--- config.mk ---
export PLATFORM = sky130hd
export DESIGN_NAME = shift_reg_ctl
export DESIGN_NICKNAME = d
export VERILOG_FILES = /design/src/rtl/shift_pkg.sv /design/src/rtl/shift_step.sv /design/src/rtl/shift_reg_ctl.sv
export SDC_FILE = /design/constraint.sdc
export NUM_CORES = 1
export LEC_CHECK = 0
export BUFFER_PORTS_ARGS = -buffer_cell sky130_fd_sc_hd__buf_2
export CAP_MARGIN = 5
export CELL_PAD_IN_SITES_DETAIL_PLACEMENT = 1
export CELL_PAD_IN_SITES_GLOBAL_PLACEMENT = 1
export CORE_UTILIZATION = 35
export CTS_BUF_LIST = sky130_fd_sc_hd__clkbuf_4 sky130_fd_sc_hd__clkbuf_8 sky130_fd_sc_hd__clkbuf_16
export CTS_CLUSTER_SIZE = 40
export DETAILED_ROUTE_END_ITERATION = 10
export GPL_TIMING_DRIVEN = 0
export HOLD_SLACK_MARGIN = 0.15
export PLACE_DENSITY_LB_ADDON = 0.12
export SLEW_MARGIN = 20
export SYNTH_ARGS = -nofsm -noshare
export SYNTH_HDL_FRONTEND = slang
export SYNTH_SLANG_ARGS = --single-unit
export TNS_END_PERCENT = 10
--- constraint.sdc ---
create_clock -name clk -period 1.8 [get_ports clk]
set_input_delay 0.09 -clock clk [delete_from_list [all_inputs] [get_ports clk]]
set_output_delay 0.09 -clock clk [all_outputs]
set_load 0.005 [all_outputs]
--- src/rtl/shift_pkg.sv ---
// Shared encodings for the shift register controller: shift modes and FSM states.
// Mode values match the external Modo port encoding directly.
package shift_pkg;
   typedef enum logic [1:0] {
      SRA = 2'b00,
      SRL = 2'b01,
      SLL = 2'b10,
      ROR = 2'b11
   } mode_e;

   typedef enum logic [1:0] {
      IDLE  = 2'd0,
      SHIFT = 2'd1,
      DONE  = 2'd2
   } state_e;
endpackage

--- src/rtl/shift_step.sv ---
// One-position combinational shifter; out_bit is the bit that falls off the end.
// Used by both the single-step and the multi-step paths of shift_reg_ctl.
module shift_step
   import shift_pkg::*;
#(
   parameter int WIDTH = 8
) (
   input  logic [WIDTH-1:0] value,
   input  mode_e            mode,
   input  logic             ser_in,
   output logic [WIDTH-1:0] next_value,
   output logic             out_bit
);
   always_comb begin
      next_value = value;
      out_bit    = value[0];
      case (mode)
         SRA: next_value = {value[WIDTH-1], value[WIDTH-1:1]};
         SRL: next_value = {ser_in, value[WIDTH-1:1]};
         SLL: begin
            next_value = {value[WIDTH-2:0], ser_in};
            out_bit    = value[WIDTH-1];
         end
         ROR: next_value = {value[0], value[WIDTH-1:1]};
         default: next_value = value;
      endcase
   end
endmodule

--- src/rtl/shift_reg_ctl.sv ---
// Shift register with parallel load, single-step shift and multi-step shift FSM.
// Multi-step: Start accepted at edge k shifts at edges k+1..k+n, Done pulses after edge k+n.
module shift_reg_ctl
   import shift_pkg::*;
#(
   parameter int WIDTH = 8,
   parameter int CW    = $clog2(WIDTH) + 1
) (
   input  logic             clk,
   input  logic             Reset,
   input  logic             Carga,
   input  logic             Desplaza,
   input  logic             Start,
   input  logic [1:0]       Modo,
   input  logic [CW-1:0]    Cant,
   input  logic             SerIn,
   input  logic [WIDTH-1:0] entA,
   output logic [WIDTH-1:0] q,
   output logic             SerOut,
   output logic             Busy,
   output logic             Done
);
   localparam int CNTW = $clog2(WIDTH + 1);

   state_e           state;
   mode_e            mode_r;
   logic [CNTW-1:0]  cnt;
   logic [CNTW-1:0]  cnt_ld;
   mode_e            step_mode;
   logic [WIDTH-1:0] step_q;
   logic             step_out;

   // While shifting, the captured mode drives the stepper so Modo changes are ignored.
   assign step_mode = (state == SHIFT) ? mode_r : mode_e'(Modo);

   always_comb begin
      cnt_ld = CNTW'(Cant);
      if (32'(Cant) > 32'(WIDTH)) cnt_ld = CNTW'(WIDTH);
   end

   shift_step #(.WIDTH(WIDTH)) u_step (
      .value      (q),
      .mode       (step_mode),
      .ser_in     (SerIn),
      .next_value (step_q),
      .out_bit    (step_out)
   );

   // Busy/Done are flops written alongside state so they never glitch.
   always_ff @(posedge clk or posedge Reset) begin
      if (Reset) begin
         state  <= IDLE;
         mode_r <= SRA;
         cnt    <= '0;
         q      <= '0;
         SerOut <= 1'b0;
         Busy   <= 1'b0;
         Done   <= 1'b0;
      end else begin
         Busy <= 1'b0;
         Done <= 1'b0;
         case (state)
            IDLE: begin
               if (Carga) begin
                  q <= entA;
               end else if (Start) begin
                  if (cnt_ld == '0) begin
                     state <= DONE;
                     Done  <= 1'b1;
                  end else begin
                     mode_r <= mode_e'(Modo);
                     cnt    <= cnt_ld;
                     state  <= SHIFT;
                     Busy   <= 1'b1;
                  end
               end else if (Desplaza) begin
                  q      <= step_q;
                  SerOut <= step_out;
               end
            end
            SHIFT: begin
               q      <= step_q;
               SerOut <= step_out;
               cnt    <= cnt - CNTW'(1);
               if (cnt == CNTW'(1)) begin
                  state <= DONE;
                  Done  <= 1'b1;
               end else begin
                  Busy <= 1'b1;
               end
            end
            DONE:    state <= IDLE;
            default: state <= IDLE;
         endcase
      end
   end
endmodule

# Word-level counts from Yosys, hierarchy flattened
# Cells that the tools add are included.
# classes
addsub	1
magnitude_cmp	1
n_eq_ne	13
muxes	31
bitwise_logic	2
n_reduce_logical	9
# op_table
cell	n
$pmux W8 S4	1
$mux W8	3
$mux W4	4
$pmux W8 S2	1
$mux W1	12
$reduce_and A4 Y1	3
$mux W2	5
$ne A2 B2 Y1 const B	5
$pmux W4 S2	1
$ne A3 B3 Y1 const B	2
$pmux W1 S2	3
$reduce_and A3 Y1	2
$eq A2 B1 Y1 const B	2
$eq A2 B2 Y1 const B	2
$eq A4 B1 Y1 const B	1
$gt A4 B4 Y1 const B	1
$logic_not A2 Y1	2
$logic_not A4 Y1	1
$pmux W2 S2	1
$sub A4 B1 Y4 const B	1
$ne A2 B1 Y1 const B	1
$not A1 Y1	2
$reduce_bool A2 Y1	1
# totals
regBits	19
input_bits	20
out_inout_bits	11
word_cells	64

# Logic depth before layout (Yosys ltp)
# depth
depth_word	8
ltp_mapped	6
ltp_nobuf	5

# Cells and area by module
# From an unflattened synthesis, not the netlist that was laid out.
# hier_totals
hier_cells	111
area_unflattened_um2	1154.9
# modules_own_cells
mod	n_inst	cells_per_inst	area_each_um2	seq_area_each_um2
shift_reg_ctl	1	100	983.4	475.5
shift_step	1	11	171.4	0.0

# Least setup slack after synthesis
# No wires, ideal clock.
# synth_path
kind	reg2reg
start	register state[1]
end	register mode_r[0]
setup_ps	125
t_arrival_ps	1346
required_time_ps	1675
slack_ps	329
stages_incl_launch_ff	5
path_buffers	1
period_less_slack_ps	1471
path_cell_list	dfrtp_1 buf_2 or3_4 nand2b_4 mux2_4
# synth_between
elab_chain_len	2
# synth_lines
element	line	text
start: declaration	shift_reg_ctl.sv:25	state_e state;
start signal: assignment	shift_reg_ctl.sv:52	state <= IDLE;
start signal: assignment	shift_reg_ctl.sv:68	state <= DONE;
start signal: assignment	shift_reg_ctl.sv:73	state <= SHIFT;
$logic_not A2 Y1	shift_reg_ctl.sv:62	case (state)
$reduce_and A4 Y1 (no line)	-	
end signal: assignment	shift_reg_ctl.sv:71	mode_r <= mode_e'(Modo);
end: declaration	shift_reg_ctl.sv:26	mode_e mode_r;
# No other way between the ends.
# A chain may end at the register's enable or synchronous reset.

# Worst setup path in the final report
# layout_path
start	register state[1]
end	register q[1]
# layout_between
elab_chain_len	8
elab_cells_between_ends	16
cone_classes	eq/ne (6); mux (6); reduce/logical (4)
# layout_lines
element	line	text
$eq A2 B1 Y1	shift_reg_ctl.sv:34, shift_reg_ctl.sv:62	
$mux W2	shift_reg_ctl.sv:34	assign step_mode = (state == SHIFT) ? mode_r : mode_e'(Modo);
$eq A2 B2 Y1 (tied with other cells)	shift_step.sv:17	case (mode)
$pmux W8 S4	shift_step.sv:17	
$mux W8	shift_reg_ctl.sv:76	end else if (Desplaza) begin
$mux W8	shift_reg_ctl.sv:66	end else if (Start) begin
$mux W8	shift_reg_ctl.sv:64	if (Carga) begin
$pmux W8 S2	shift_reg_ctl.sv:62	
end signal: assignment	shift_reg_ctl.sv:65	q <= entA;
end signal: assignment	shift_reg_ctl.sv:77	q <= step_q;
end signal: assignment	shift_reg_ctl.sv:82	q <= step_q;
end: declaration	shift_reg_ctl.sv:18	output logic [WIDTH-1:0] q,
# Parallel ways exist; a longest one is shown, timed or not. The select of a mux whose other input is x is not followed.

==> summary.md <==
| Metric | Value |
|---|---|
| Via/cell ratio | `5.35` |
| Final setup violation count | `0` |
| Global-route wire length before repair | `a little over 6 mm` |
| Initial Util | `0.375` |
| Num rows | `21` |
| Worst R2R Setup Slack | `150 ps` |
| Hold WC Path Type | `in -> reg` |
| Worst Reg-to-Reg Cells | `6` |
| Critical Path AT | `1860 ps` |
| FF-to-FF End | `q[1]` |
| Xor/xnor share of the synthesized area | `0` |
| Cell area after synthesis | `around 1300 µm²` |
| Switching part of the total | `0.432` |
| Fin Setup TNS | `0 ps` |
| DP Area | `~1500 µm²` |
| Vias in the first global route | `1,205` |
| CTS HTree Levels | `1` |
| Clock Tree Buf Depth | `2` |
| Clock skew | `between 10 and 15 ps` |
| Initial DRC Count | `81` |
| CTS root buffer | `clkbuf_4` |
| Leak pwr | `~0.7 nW` |
| Cells after Synth | `141` |
| Hold slack final | `178 ps` |
| Wirelength per Cell | `15.8 µm` |
| Gpl congestion | `0.784` |
| Main combinational cell family by area after synthesis | `simple AND/OR/NAND/NOR gates` |
| Fin. Hold Viols | `0` |
| Ys async rst share | `1.00` |
| Cell Chain, Critical Path | `buf_2 > nor2b_1 > clkbuf_1 > buf_2 > a31oi_1 > a22o_1` |
| Post-Synth Adder-Cell Area | `0.0195` |
| Slowest cell on crit path | `dfrtp_1` |
| Critical R2R Launch | `state[1]` |
| Sink Count | `19` |
| Final WL | `3.57 mm` |
| Max IR drop VDD | `0.000567 V` |
| CP Capture Point | `q[1]` |
| Setup crit start | `state[1]` |
| Min Tclk post-route | `1650 ps` |
| Final Max Slew Viols | `0` |
| Post-synthesis cell type count | `35` |
| Filler cells | `roughly 430` |
| Worst-margin pin slew | `737 ps` |
| Combinational group share of total power | `0.540` |
| CP peak stage delay | `about 370 ps` |
| Share of layout cells above drive strength 1 | `0.302` |
| Cell family with most CP delay | `buffers and inverters` |
| Finished Layout Cells | `225` |
| Final Cycle Share | `0.917` |
| Run status | `finished clean` |
| Most common cell in the netlist | `dfrtp_1` |
| Switching power | `1.04 mW` |
| Yosys reg bits | `19` |
| MaxCap Viol Count | `0` |
| CTS Buf Count | `3` |
| IO Pins | `31` |
| Final Cell Area | `1560 µm²` |
| Critical path launch point type | `flop` |
| Syn avg cell area | `9.10 µm²` |
| Sequential area share after synthesis | `0.371` |
| Top post-synthesis cells by count | `19 x dfrtp_1, 16 x nand2_1, 15 x nor2_1` |
| Final nets | `202` |
| Worst Setup End Kind | `flop` |
| Clock-pin transition on the worst setup and hold timing paths | `130 ps` |
| Post-Place Cells | `around 220` |
| Synthesized net count | `163` |
| Post-Synth Simple-Gate Area | `0.237` |
| CTS tree | `built` |
| Most frequent CP cell | `buf_2` |
| Slew headroom | `0.508` |
| Die ar. | `just under 4000 µm²` |
| Synth Flop Type | `dfrtp_1` |
| Die X | `62.5 µm` |
| Critical path required time | `2010 ps` |
| Crit-path max FO | `10` |
| Unrepaired setup endpoints after global routing | `no` |
| Area Overhead vs Synth | `22.0%` |
| Fmax | `606 MHz` |
| Pint | `roughly 1.4 mW` |
| Die Ht | `62.5 µm` |
| Compound-Gate Fraction of Synth Area | `0.193` |
| Post-synth EDFFs | `0` |
| Synth area leaders | `dfrtp_1 37%, mux2_2 6.1%, nand2_1 4.7%` |
| Vias | `1,204` |
| Post-synthesis mux area share | `0.136` |
| Pre-Repair DR Iteration Count | `4` |
| Initial antenna violation count | `0` |
| Core outline area | `3420 µm²` |
| Critical Path Stages | `6` |
| Total chip power | `2.40 mW` |
| Total grt overflow | `0` |
| Post-DRT Antenna Nets | `0` |
| GR Util All Layers | `0.199` |
| WP buf/inv | `3` |
| Power per cell area | `1530 nW/µm²` |
| Largest net degree at the start of global routing | `20` |
| Sequential power share | `0.365` |
| Critical path class | `reg -> reg` |
| Clock Latency Late Sink | `310 ps` |
| Final HPWL DP | `2.68 mm` |
| Port Buffer Count | `29` |
| Top-area cell type share of the netlist area | `0.371` |
| Yosys warning total | `0` |
| Synth area leader | `dfrtp_1` |
| Ant. Diodes | `0` |
| # Post-CTS Setup Buffers | `0` |
| DRC viols | `0` |
| Clock share of power | `0.095` |
-- metrics by stage --
stage          setup slack, ps   util
2_1_floorplan              329      -
5_1_grt                   5.60  0.458
4_1_cts                   92.8  0.458
3_5_place_dp               111  0.435
3_3_place_gp               120  0.435
6_report                   150  0.458
-- repair_timing --
action,4_1_cts,5_1_grt
hold endpoints to repair,23,0
gates resized for setup,0,2
endpoints found under the setup margin,0,1
hold buffers,5,0
-- kinds of logic after synthesis --
| group | Yosys count |
|---|---|
| and+or+nand+nor | 57 |
| muxes | 13 |
| adders and majority gates | 2 |
| DFF | 19 |
| AOI/OAI and AO/OA | 38 |
| buffers and inverters | 12 |
-- tightest hold or removal path, cell delays in order --
cell and delay, ps:
buf_2 80, nor2b_1 30, o21ai_0 130, a22o_1 120
-- cell type report --
type	count	area, µm²	area share
multi-input cells	110	751	0.480
flip-flops and latches	19	475	0.304
repair buffers	34	195	0.125
well taps	46	57.6	0.0368
plain buffers	9	46.3	0.0296
clock buffers	3	22.5	0.0144
inverters	3	11.3	0.00720
clock inverters	1	5.00	0.00320
-- placed cells by master (no fill, tap or decap), drive strengths merged --
| master | count |
|---|---|
| a211oi | 3 |
| a21boi | 1 |
| a21o | 1 |
| a21oi | 5 |
| a22o | 5 |
| a22oi | 1 |
| a31oi | 8 |
| buf | 34 |
| clkbuf | 7 |
| clkinv | 1 |
| dfrtp | 19 |
| dlygate4sd3 | 5 |
| ha | 2 |
| inv | 3 |
| mux2 | 9 |
| mux2i | 2 |
| mux4 | 2 |
| nand2 | 16 |
| nand2b | 6 |
| nand3 | 1 |
| nor2 | 15 |
| nor2b | 9 |
| nor3 | 2 |
| nor3b | 1 |
| nor4 | 1 |
| nor4b | 2 |
| o21ai | 11 |
| o221a | 1 |
| o22a | 1 |
| o41ai | 1 |
| or2b | 1 |
| or3 | 3 |
-- power by group through the flow --
stage | Clock, mW | Combinational (mW) | Sequential (mW)
2_1_floorplan | 0 | 0.903 | 0.831
3_3_place_gp | 0 | 1.24 | 0.871
3_5_place_dp | 0 | 1.28 | 0.881
4_1_cts | 0.233 | 1.30 | 0.874
5_1_grt | 0.259 | 1.45 | 0.917
6_report | 0.229 | 1.30 | 0.874
-- worst min-delay path by stage --
stage	cells after the start	slack (ps)	endpoint	from
3_3_place_gp	2	260	state[1]	Reset
2_1_floorplan	1	40	Busy	Reset
6_report	4	180	q[2]	entA[2]
3_5_place_dp	2	260	state[1]	Reset
4_1_cts	4	180	q[4]	entA[4]
5_1_grt	4	180	q[2]	entA[2]
-- flip-flops by register name (all words and copies together), names as in the netlist --
signal  count
state       2
Busy        1
Done        1
SerOut      1
cnt         4
mode_r      2
q           8
-- per-layer routing --
layer,track usage,vias up,routed length [µm]
met1,0.269,584,1700
met4,0.0669,0,23
met3,0.0219,4,120
met2,0.330,31,1730
li1,-,585,-
met5,0,-,0
(Power assumes the default switching activity.)
